--- src/rtl/ppu_pkg.sv ---
// Shared types and constants for the PPU sprite pipeline.
package ppu_pkg;

    // Byte offsets within a 4-byte OAM entry
    localparam logic [1:0] OAM_Y    = 2'd0;
    localparam logic [1:0] OAM_TILE = 2'd1;
    localparam logic [1:0] OAM_ATTR = 2'd2;
    localparam logic [1:0] OAM_X    = 2'd3;

    localparam logic [8:0] SPRITE_H_8  = 9'd8;
    localparam logic [8:0] SPRITE_H_16 = 9'd16;

    typedef enum logic [3:0] {
        S_IDLE,
        S_RD_Y,
        S_RD_X,
        S_CHK,
        S_RD_T,
        S_RD_A,
        S_STORE,
        S_NEXT,
        S_DONE
    } sprite_eval_state_t;

    typedef struct packed {
        logic       on_tile;
        logic [7:0] tile_num;
        logic [7:0] row;
        logic [7:0] col;
        logic [7:0] attr;
    } sprite_slot_t;

endpackage

--- src/rtl/sprite_overlap_check.sv ---
// Combinational test of whether one sprite overlaps the 8-pixel span at (curr_row, curr_col).
module sprite_overlap_check
    import ppu_pkg::*;
(
    input  logic [8:0] curr_row,
    input  logic [8:0] curr_col,
    input  logic [7:0] y,
    input  logic [7:0] x,
    input  logic       tall,
    output logic       hit
);

    logic [8:0]        height;
    logic [8:0]        row_diff;
    logic signed [9:0] c;
    logic signed [9:0] xs;
    logic              row_hit;
    logic              col_hit;

    always_comb begin
        height   = tall ? SPRITE_H_16 : SPRITE_H_8;
        row_diff = curr_row - {1'b0, y};
        row_hit  = (y < 8'd240) && (curr_row >= {1'b0, y}) && (row_diff < height);
        // curr_col is signed so spans hanging off the left edge still match
        c        = {curr_col[8], curr_col};
        xs       = {2'b00, x};
        col_hit  = (xs <= c + 10'sd7) && (xs + 10'sd7 >= c);
        hit      = row_hit && col_hit;
    end

endmodule

--- src/rtl/ppu_sprite_eval_fsm.sv ---
// Scans OAM for sprites overlapping the current span and commits up to two slots plus overflow.
module ppu_sprite_eval_fsm
    import ppu_pkg::*;
#(
    parameter int unsigned NUM_SPRITES = 64,
    parameter int unsigned MAX_SLOTS   = 2
) (
    input  logic       clk,
    input  logic       rst,
    input  logic       start,
    input  logic [8:0] curr_row,
    input  logic [8:0] curr_col,
    input  logic [7:0] ppu_ctrl1,
    input  logic [7:0] ppu_ctrl2,
    output logic [7:0] oam_addr,
    input  logic [7:0] oam_data,
    output logic       sprite_0_on_tile,
    output logic [7:0] sprite_0_tile_num,
    output logic [7:0] sprite_0_row,
    output logic [7:0] sprite_0_col,
    output logic [7:0] sprite_0_attr,
    output logic       sprite_1_on_tile,
    output logic [7:0] sprite_1_tile_num,
    output logic [7:0] sprite_1_row,
    output logic [7:0] sprite_1_col,
    output logic [7:0] sprite_1_attr,
    output logic       sprite_overflow,
    output logic       busy
);

    localparam logic [5:0] LAST_IDX = 6'(NUM_SPRITES - 1);
    localparam logic [1:0] SLOT_CNT = 2'(MAX_SLOTS);

    sprite_eval_state_t state;
    logic [5:0]         idx;
    logic [7:0]         spr_y;
    logic [7:0]         spr_x;
    logic [7:0]         spr_tile;
    logic [1:0]         hit_cnt;
    logic               stage_ovf;
    sprite_slot_t       stage_0;
    sprite_slot_t       stage_1;
    sprite_slot_t       out_0;
    sprite_slot_t       out_1;
    logic               hit;
    logic               unused_ctrl_bits;

    assign unused_ctrl_bits = ^{ppu_ctrl1[7:6], ppu_ctrl1[4:0], ppu_ctrl2[7:5], ppu_ctrl2[3:0]};

    // In S_CHK the X byte is still on oam_data, so it feeds the check directly
    sprite_overlap_check u_overlap (
        .curr_row (curr_row),
        .curr_col (curr_col),
        .y        (spr_y),
        .x        (oam_data),
        .tall     (ppu_ctrl1[5]),
        .hit      (hit)
    );

    always_ff @(posedge clk or posedge rst) begin
        if (rst) begin
            state     <= S_IDLE;
            idx       <= '0;
            oam_addr  <= '0;
            busy      <= 1'b0;
            spr_y     <= '0;
            spr_x     <= '0;
            spr_tile  <= '0;
            hit_cnt   <= '0;
            stage_ovf <= 1'b0;
            stage_0   <= '0;
            stage_1   <= '0;
            out_0     <= '0;
            out_1     <= '0;
            sprite_overflow <= 1'b0;
        end else begin
            case (state)
                S_IDLE: begin
                    if (start) begin
                        busy      <= 1'b1;
                        stage_0   <= '0;
                        stage_1   <= '0;
                        stage_ovf <= 1'b0;
                        hit_cnt   <= '0;
                        idx       <= '0;
                        oam_addr  <= {6'd0, OAM_Y};
                        state     <= ppu_ctrl2[4] ? S_RD_Y : S_DONE;
                    end
                end
                S_RD_Y: begin
                    oam_addr <= {idx, OAM_X};
                    state    <= S_RD_X;
                end
                S_RD_X: begin
                    spr_y <= oam_data;
                    state <= S_CHK;
                end
                S_CHK: begin
                    spr_x <= oam_data;
                    if (hit) begin
                        if (hit_cnt < SLOT_CNT) begin
                            oam_addr <= {idx, OAM_TILE};
                            state    <= S_RD_T;
                        end else begin
                            stage_ovf <= 1'b1;
                            state     <= S_DONE;
                        end
                    end else begin
                        state <= S_NEXT;
                    end
                end
                S_RD_T: begin
                    oam_addr <= {idx, OAM_ATTR};
                    state    <= S_RD_A;
                end
                S_RD_A: begin
                    spr_tile <= oam_data;
                    state    <= S_STORE;
                end
                S_STORE: begin
                    if (hit_cnt == 2'd0) begin
                        stage_0 <= '{on_tile: 1'b1, tile_num: spr_tile, row: spr_y,
                                     col: spr_x, attr: oam_data};
                    end else begin
                        stage_1 <= '{on_tile: 1'b1, tile_num: spr_tile, row: spr_y,
                                     col: spr_x, attr: oam_data};
                    end
                    hit_cnt <= hit_cnt + 2'd1;
                    state   <= S_NEXT;
                end
                S_NEXT: begin
                    if (idx == LAST_IDX) begin
                        state <= S_DONE;
                    end else begin
                        idx      <= idx + 6'd1;
                        oam_addr <= {idx + 6'd1, OAM_Y};
                        state    <= S_RD_Y;
                    end
                end
                S_DONE: begin
                    // Empty slots only clear on_tile; their other fields stay stale
                    if (stage_0.on_tile) out_0 <= stage_0;
                    else                 out_0.on_tile <= 1'b0;
                    if (stage_1.on_tile) out_1 <= stage_1;
                    else                 out_1.on_tile <= 1'b0;
                    sprite_overflow <= stage_ovf;
                    busy            <= 1'b0;
                    state           <= S_IDLE;
                end
                default: state <= S_IDLE;
            endcase
        end
    end

    assign sprite_0_on_tile  = out_0.on_tile;
    assign sprite_0_tile_num = out_0.tile_num;
    assign sprite_0_row      = out_0.row;
    assign sprite_0_col      = out_0.col;
    assign sprite_0_attr     = out_0.attr;
    assign sprite_1_on_tile  = out_1.on_tile;
    assign sprite_1_tile_num = out_1.tile_num;
    assign sprite_1_row      = out_1.row;
    assign sprite_1_col      = out_1.col;
    assign sprite_1_attr     = out_1.attr;

endmodule
--- config.mk ---
export PLATFORM = sky130hd
export DESIGN_NAME = ppu_sprite_eval_fsm
export DESIGN_NICKNAME = d
export VERILOG_FILES = /design/src/rtl/ppu_pkg.sv /design/src/rtl/sprite_overlap_check.sv /design/src/rtl/ppu_sprite_eval_fsm.sv
export SDC_FILE = /design/constraint.sdc
export NUM_CORES = 1
export LEC_CHECK = 0
export CAP_MARGIN = 20
export CELL_PAD_IN_SITES_DETAIL_PLACEMENT = 0
export CELL_PAD_IN_SITES_GLOBAL_PLACEMENT = 1
export CORE_MARGIN = 5
export CORE_UTILIZATION = 30
export CTS_BUF_LIST = sky130_fd_sc_hd__clkbuf_4
export DETAILED_ROUTE_END_ITERATION = 10
export PLACE_DENSITY = 0.68
export SYNTH_ARGS = -nofsm -noshare
export SYNTH_HDL_FRONTEND = slang
export SYNTH_SLANG_ARGS = --single-unit
--- constraint.sdc ---
create_clock -name clk -period 9.3 [get_ports clk]
set_input_delay 0.93 -clock clk [delete_from_list [all_inputs] [get_ports clk]]
set_output_delay 0.93 -clock clk [all_outputs]
set_load 0.01 [all_outputs]
# After elaboration in Yosys (flattened, before gate mapping)
# Cells that the tools add are included.
[word_totals]
mem_bits_rw = 0
rom_bits = 0
n_memories = 0
out_inout_bits = 76
wordCells = 107
register_bits = 179
latch_bits = 0
[op_classes]
n_eq_ne = 16
n_lt_le_gt_ge = 6
shift = 0
n_bitwise = 0
n_reduce_logical = 20
mux = 30
n_mul = 0
add_sub_neg = 5
div = 0
[op_table]
columns = ["operator", "count"]
rows = [
  ["33-bit case mux with 2 select lines", 2],
  ["33-bit 2-to-1 mux", 3],
  ["8-bit case mux with 5 select lines", 1],
  ["8-bit 2-to-1 mux", 4],
  ["4-bit case mux with 8 select lines", 1],
  ["4-bit 2-to-1 mux", 5],
  ["4-bit by 3-bit equality test with 1-bit output (second input constant)", 4],
  ["2-bit != test (second input constant)", 7],
  ["6-bit 2-to-1 mux", 2],
  ["6-bit case mux with 2 select lines", 1],
  ["9-bit by 4-bit adder with 10-bit output (second input constant)", 1],
  ["10-bit by 9-bit greater-or-equal comparator with 1-bit output", 1],
  ["9-bit by 10-bit less-or-equal comparator with 1-bit output", 1],
  ["8-bit by 3-bit adder with 9-bit output (second input constant)", 1],
  ["9-bit by 8-bit greater-or-equal comparator with 1-bit output", 1],
  ["9-bit < comparator", 1],
  ["3-bit AND reduction", 3],
  ["9-bit by 8-bit subtractor with 9-bit output", 1],
  ["4-bit by 2-bit equality test with 1-bit output (second input constant)", 2],
  ["8-bit < comparator (second input constant)", 1],
  ["2-bit AND reduction", 4],
  ["2-bit nonzero test", 4],
  ["6-bit by 1-bit adder with 6-bit output (second input constant)", 1],
  ["6-bit equality test (second input constant)", 1],
  ["other kinds (15)", 24],
]

# Longest topological paths before layout
[logic_depth]
ltp_word = 6
ltp_mapped = 15

# Cells and area by module
# From an unflattened synthesis, not the netlist that was laid out.
[hier_totals]
hier_cells = 686
area_unflattened_um2 = 8214.1
[by_module_without_submodules]
columns = ["module", "area_per_inst_um2", "cells_per_inst", "seq_area_each_um2", "n_inst"]
rows = [
  ["ppu_sprite_eval_fsm", 7201.9, 550, 4479.3, 1],
  ["sprite_overlap_check", 1012.2, 136, 0.0, 1],
]

# Worst setup path before layout
# Ideal clock, no wire load.
[synth_path]
path_kind = "input to register"
startpoint = "input curr_row[1]"
endpoint = "register oam_addr[2]"
path_stages = 14
path_buffers = 1
arrival_time_ns = 3.136
path_slack_ns = 6.020
path_cell_list = "ha_1 > nor2b_1 > o21a_1 > o21ai_0 > nand2b_1 > xor2_1 > ha_1 > a221o_1 > nor3_1 > o21ai_1 > a211oi_2 > buf_2 > a31o_2 > a31oi_1"
[synth_via]
elab_chain_len = 6
word_cells_on_any_way = 8
classes_between = "add/sub: 1; order compare: 2; eq/ne: 1; reduce/logical: 4"
[synth_rtl]
columns = ["element", "line", "rtl"]
rows = [
  ["from (decl)", "ppu_sprite_eval_fsm.sv:11", "input logic [8:0] curr_row,"],
  ["9-bit by 8-bit subtractor with 9-bit output / 9-bit by 8-bit greater-or-equal comparator with 1-bit output (equally long branches)", "sprite_overlap_check.sv:22, sprite_overlap_check.sv:23", ""],
  ["9-bit < comparator / 1-bit logical AND (equally long branches)", "sprite_overlap_check.sv:23", "row_hit = (y < 8'd240) && (curr_row >= {1'b0, y}) && (row_diff < height);"],
  ["1-bit logical AND *", "sprite_overlap_check.sv:23", ""],
  ["1-bit logical AND *", "sprite_overlap_check.sv:28", "hit = row_hit && col_hit;"],
  ["2-bit != test (no line) *", "-", ""],
  ["5-bit AND reduction (no line) *", "-", ""],
  ["to (signal assigned)", "ppu_sprite_eval_fsm.sv:86", "oam_addr <= {6'd0, OAM_Y};"],
  ["to (signal assigned)", "ppu_sprite_eval_fsm.sv:91", "oam_addr <= {idx, OAM_X};"],
  ["to (signal assigned)", "ppu_sprite_eval_fsm.sv:102", "oam_addr <= {idx, OAM_TILE};"],
  ["to (decl)", "ppu_sprite_eval_fsm.sv:15", "output logic [7:0] oam_addr,"],
]
# Mark *: on every way between the ends. The rest lies on a longest branch, timed or not.
# A chain may end at the register's enable or synchronous reset.

# Final worst setup path
[layout_path]
startpoint = "input curr_row[1]"
endpoint = "register oam_addr[5]"
# The elaborated chain is that of the path after synthesis.

==> flow_metrics.py <==
metrics = {
    "critical_path": {
        "path_class": "primary input to flop",
        "crit_required_ns": 9.77,
        "start_kind": "primary input",
        "crit_path_end_kind": "flop",
        "crit_path_max_fanout": 11,
        "crit_arrival_ns": 4.48,
    },
    "run_status": {
        "outcome": "complete, no violations",
    },
    "grt": {
        "grt_antenna_before_repair": 1,
        "grt_pass1_wl_mm": 32.90,
        "grt_pass1_vias": 5632,
        "grt_usage": 0.1365,
        "grt_overflow": 0,
        "grt_max_degree": 106,
    },
    "placement": {
        "portBuffers": 106,
        "dp_hpwl_mm": 14.33,
        "gp_congestion": 0.8028,
    },
    "power_and_ir_drop": {
        "ir_worst_vdd_mv": 0.1512,
        "power.density_mw_per_mm2": 263.4,
        "p_leak_nw": 4.539,
    },
    "worst_hold_path": {
        "hold_class": "flop to flop",
    },
    "synthesis": {
        "async_flop_share": 1.000,
        "yosysWarningCount": 0,
        "syn_inst": 726,
        "ys_seq_elements": 179,
        "synth.distinct_cells": 59,
        "synth_flop_cell": "dfrtp_1",
        "synth_area_mm2": 0.008135,
        "synth-edff-count": 0,
        "synth-seq-area-share": 0.5506,
        "syn_avg_cell_area_um2": 11.21,
        "syn-num-nets": 800,
    },
    "floorplanning": {
        "die_x_um": 174.7,
        "io_pins": 121,
        "die_area_mm2": 0.03051,
        "core_mm2": 0.02680,
        "start_util": 0.3035,
        "chipHeight_um": 174.7,
        "rows": 60,
    },
    "sta": {
        "relSlewSlack": 0.2946,
        "rsz0062_at_grt": "false",
        "worstMarginPinSlew_ns": 1.054,
        "whs_ns": 0.4993,
        "skew_ns": 0.03494,
        "fin_crit_ns": 4.012,
        "max_freq_ghz": 0.2493,
        "finalHoldViolCount": 0,
        "final.setup.tns_ns": 0,
        "slew_violations": 0,
        "fin_crit_sh": 0.4314,
        "setup_viol_count_final": 0,
    },
    "cts": {
        "cts_made_buffers": 17,
        "hold_buffers": 0,
        "cts_resized": 0,
        "post_cts_buffers": 0,
        "cts_tree": "built",
        "htree_levels": 4,
        "cts.sinks": 179,
        "clk_path_buf_depth": 2,
        "clk_pin_slew_ns": 0.17,
        "insertion_delay_ns": 0.58,
        "clock-root-buffer": "clkbuf_4",
    },
    "finish": {
        "nets": 895,
        "drive_above_1_share": 0.1559,
        "area_growth_pct": 21.38,
    },
    "run": {
        "maxCapViolCount": 0,
    },
    "route": {
        "via_per_inst": 4.840,
        "vias": 5692,
        "drtIter0Drc": 236,
        "routed_wl_mm": 20.76,
        "wl_per_cell_um": 17.66,
        "postRouteAntennaNets": 0,
        "drc": 0,
        "firstDrtPassIters": 4,
    },
}
critical path, cell delays in order:
cell and delay, ns:
clkdlybuf4s50_1 0.42, ha_1 0.29, nor2b_1 0.14, o21a_1 0.18, o21ai_0 0.22, nand2b_1 0.10, xor2_1 0.15, ha_1 0.19
a221o_1 0.25, nor3_1 0.12, o21ai_1 0.10, a211oi_2 0.66, a31oi_1 0.36, o31a_1 0.36
logic make-up after synthesis:
family | share of synthesized area
compound gates | 0.1343
mux | 0.1024
flops | 0.5506
simple gates | 0.1178
xor+xnor | 0.01722
fa+ha+maj | 0.04460
buf+inv | 0.03307
layout make-up:
class | instances | area, µm²
clock buffer | 17 | 127.6
sequential | 179 | 4479
timing repair buffer | 113 | 1114
multi-input combinational | 480 | 3411
inverter | 30 | 117.6
antenna | 1 | 2.502
clock inverter | 15 | 196.4
tap | 341 | 426.7
fill | 2625 | 16930
synth_stat cells (6+ instances only):
master / count / area [µm²]
dfrtp_1: 179 / 4479
nand2_1: 106 / 397.9
mux2_2: 74 / 833.3
o21ai_0: 50 / 250.2
nor2_1: 34 / 127.6
a22o_1: 32 / 280.3
inv_1: 30 / 112.6
ha_1: 29 / 362.9
clkbuf_1: 23 / 86.33
o31ai_1: 14 / 105.1
a21oi_1: 13 / 65.06
nand4_1: 11 / 68.82
nand2b_1: 10 / 62.56
xnor2_1: 10 / 87.58
nand3_1: 9 / 45.04
a21o_1: 8 / 60.06
buf_1: 7 / 26.28
a211o_1: 6 / 52.55
nor3_1: 6 / 30.03
xor2_1: 6 / 52.55
cell usage in the layout (no fill, tap or decap), types with 3 or more instances in the layout:
| master | n |
|---|---|
| o21a_1 | 5 |
| o31a_1 | 4 |
| nor3_1 | 6 |
| a211oi_1 | 4 |
| nand2_1 | 106 |
| a21oi_1 | 13 |
| nor2b_1 | 3 |
| a211o_1 | 6 |
| nor4_1 | 3 |
| or2_2 | 4 |
| ha_1 | 29 |
| inv_1 | 29 |
| mux2_2 | 74 |
| a21o_1 | 8 |
| dfrtp_1 | 179 |
| buf_4 | 7 |
| inv_6 | 4 |
| nor2_1 | 32 |
| clkdlybuf4s50_1 | 106 |
| xor2_1 | 6 |
| xnor2_1 | 10 |
| nand4_1 | 11 |
| clkinv_8 | 6 |
| nand3_1 | 9 |
| o21ai_0 | 50 |
| o31ai_1 | 14 |
| a31oi_1 | 5 |
| nand2b_1 | 10 |
| a22o_1 | 32 |
| clkbuf_4 | 17 |
flip-flops by register name, indices dropped and copies added, names as in the netlist, 2 cells and up:
register and flops:
spr_tile 8, sprite_1_col 8, sprite_0_row 8, stage_0 33, hit_cnt 2, stage_1 33, sprite_1_tile_num 8, idx 6
sprite_1_attr 8, sprite_0_attr 8, oam_addr 8, spr_x 8, sprite_0_col 8, spr_y 8, sprite_1_row 8, state 4
sprite_0_tile_num 8
metal layers:
layer  wire, µm  global-route usage
met5          0                   0
met4        333             0.03535
met3        998             0.03224
met2       9803              0.2192
met1       9629              0.1869
stage by stage:
step	instances	power, mW	instance area, µm²	utilization	setup slack (ns)
2_1_floorplan	726	1.810	8135	-	3.511
3_3_place_gp	1143	2.152	9548	0.3563	4.740
3_5_place_dp	1143	2.167	9548	0.3563	4.684
4_1_cts	1175	2.635	9872	0.3683	5.309
5_1_grt	1176	2.798	9874	0.3684	5.110
6_report	1176	2.601	9874	0.3684	5.288
power by group:
part	internal [mW]	total (mW)	switching, mW	leakage, nW
Sequential	1.01	1.21	0.192	2.39
Clock	0.133	0.463	0.330	0.168
Combinational	0.432	0.933	0.500	1.98
path summary, 6_finish.rpt:
check / cells past startpoint / start / slack [ns] / end
worst max-delay path: 14 / curr_row[1] / 5.29 / oam_addr[5]
max in group asynchronous: 3 / rst / 6.84 / spr_tile[1]
worst max register to register: 14 / spr_y[1] / 5.60 / oam_addr[5]
worst min-delay path: 2 / stage_0[26] / 0.50 / stage_0[26]
worst min register to register: 2 / stage_0[26] / 0.50 / stage_0[26]
min in group asynchronous: 2 / rst / 0.89 / sprite_1_row[2]
Power figures use the tool's default switching activity.
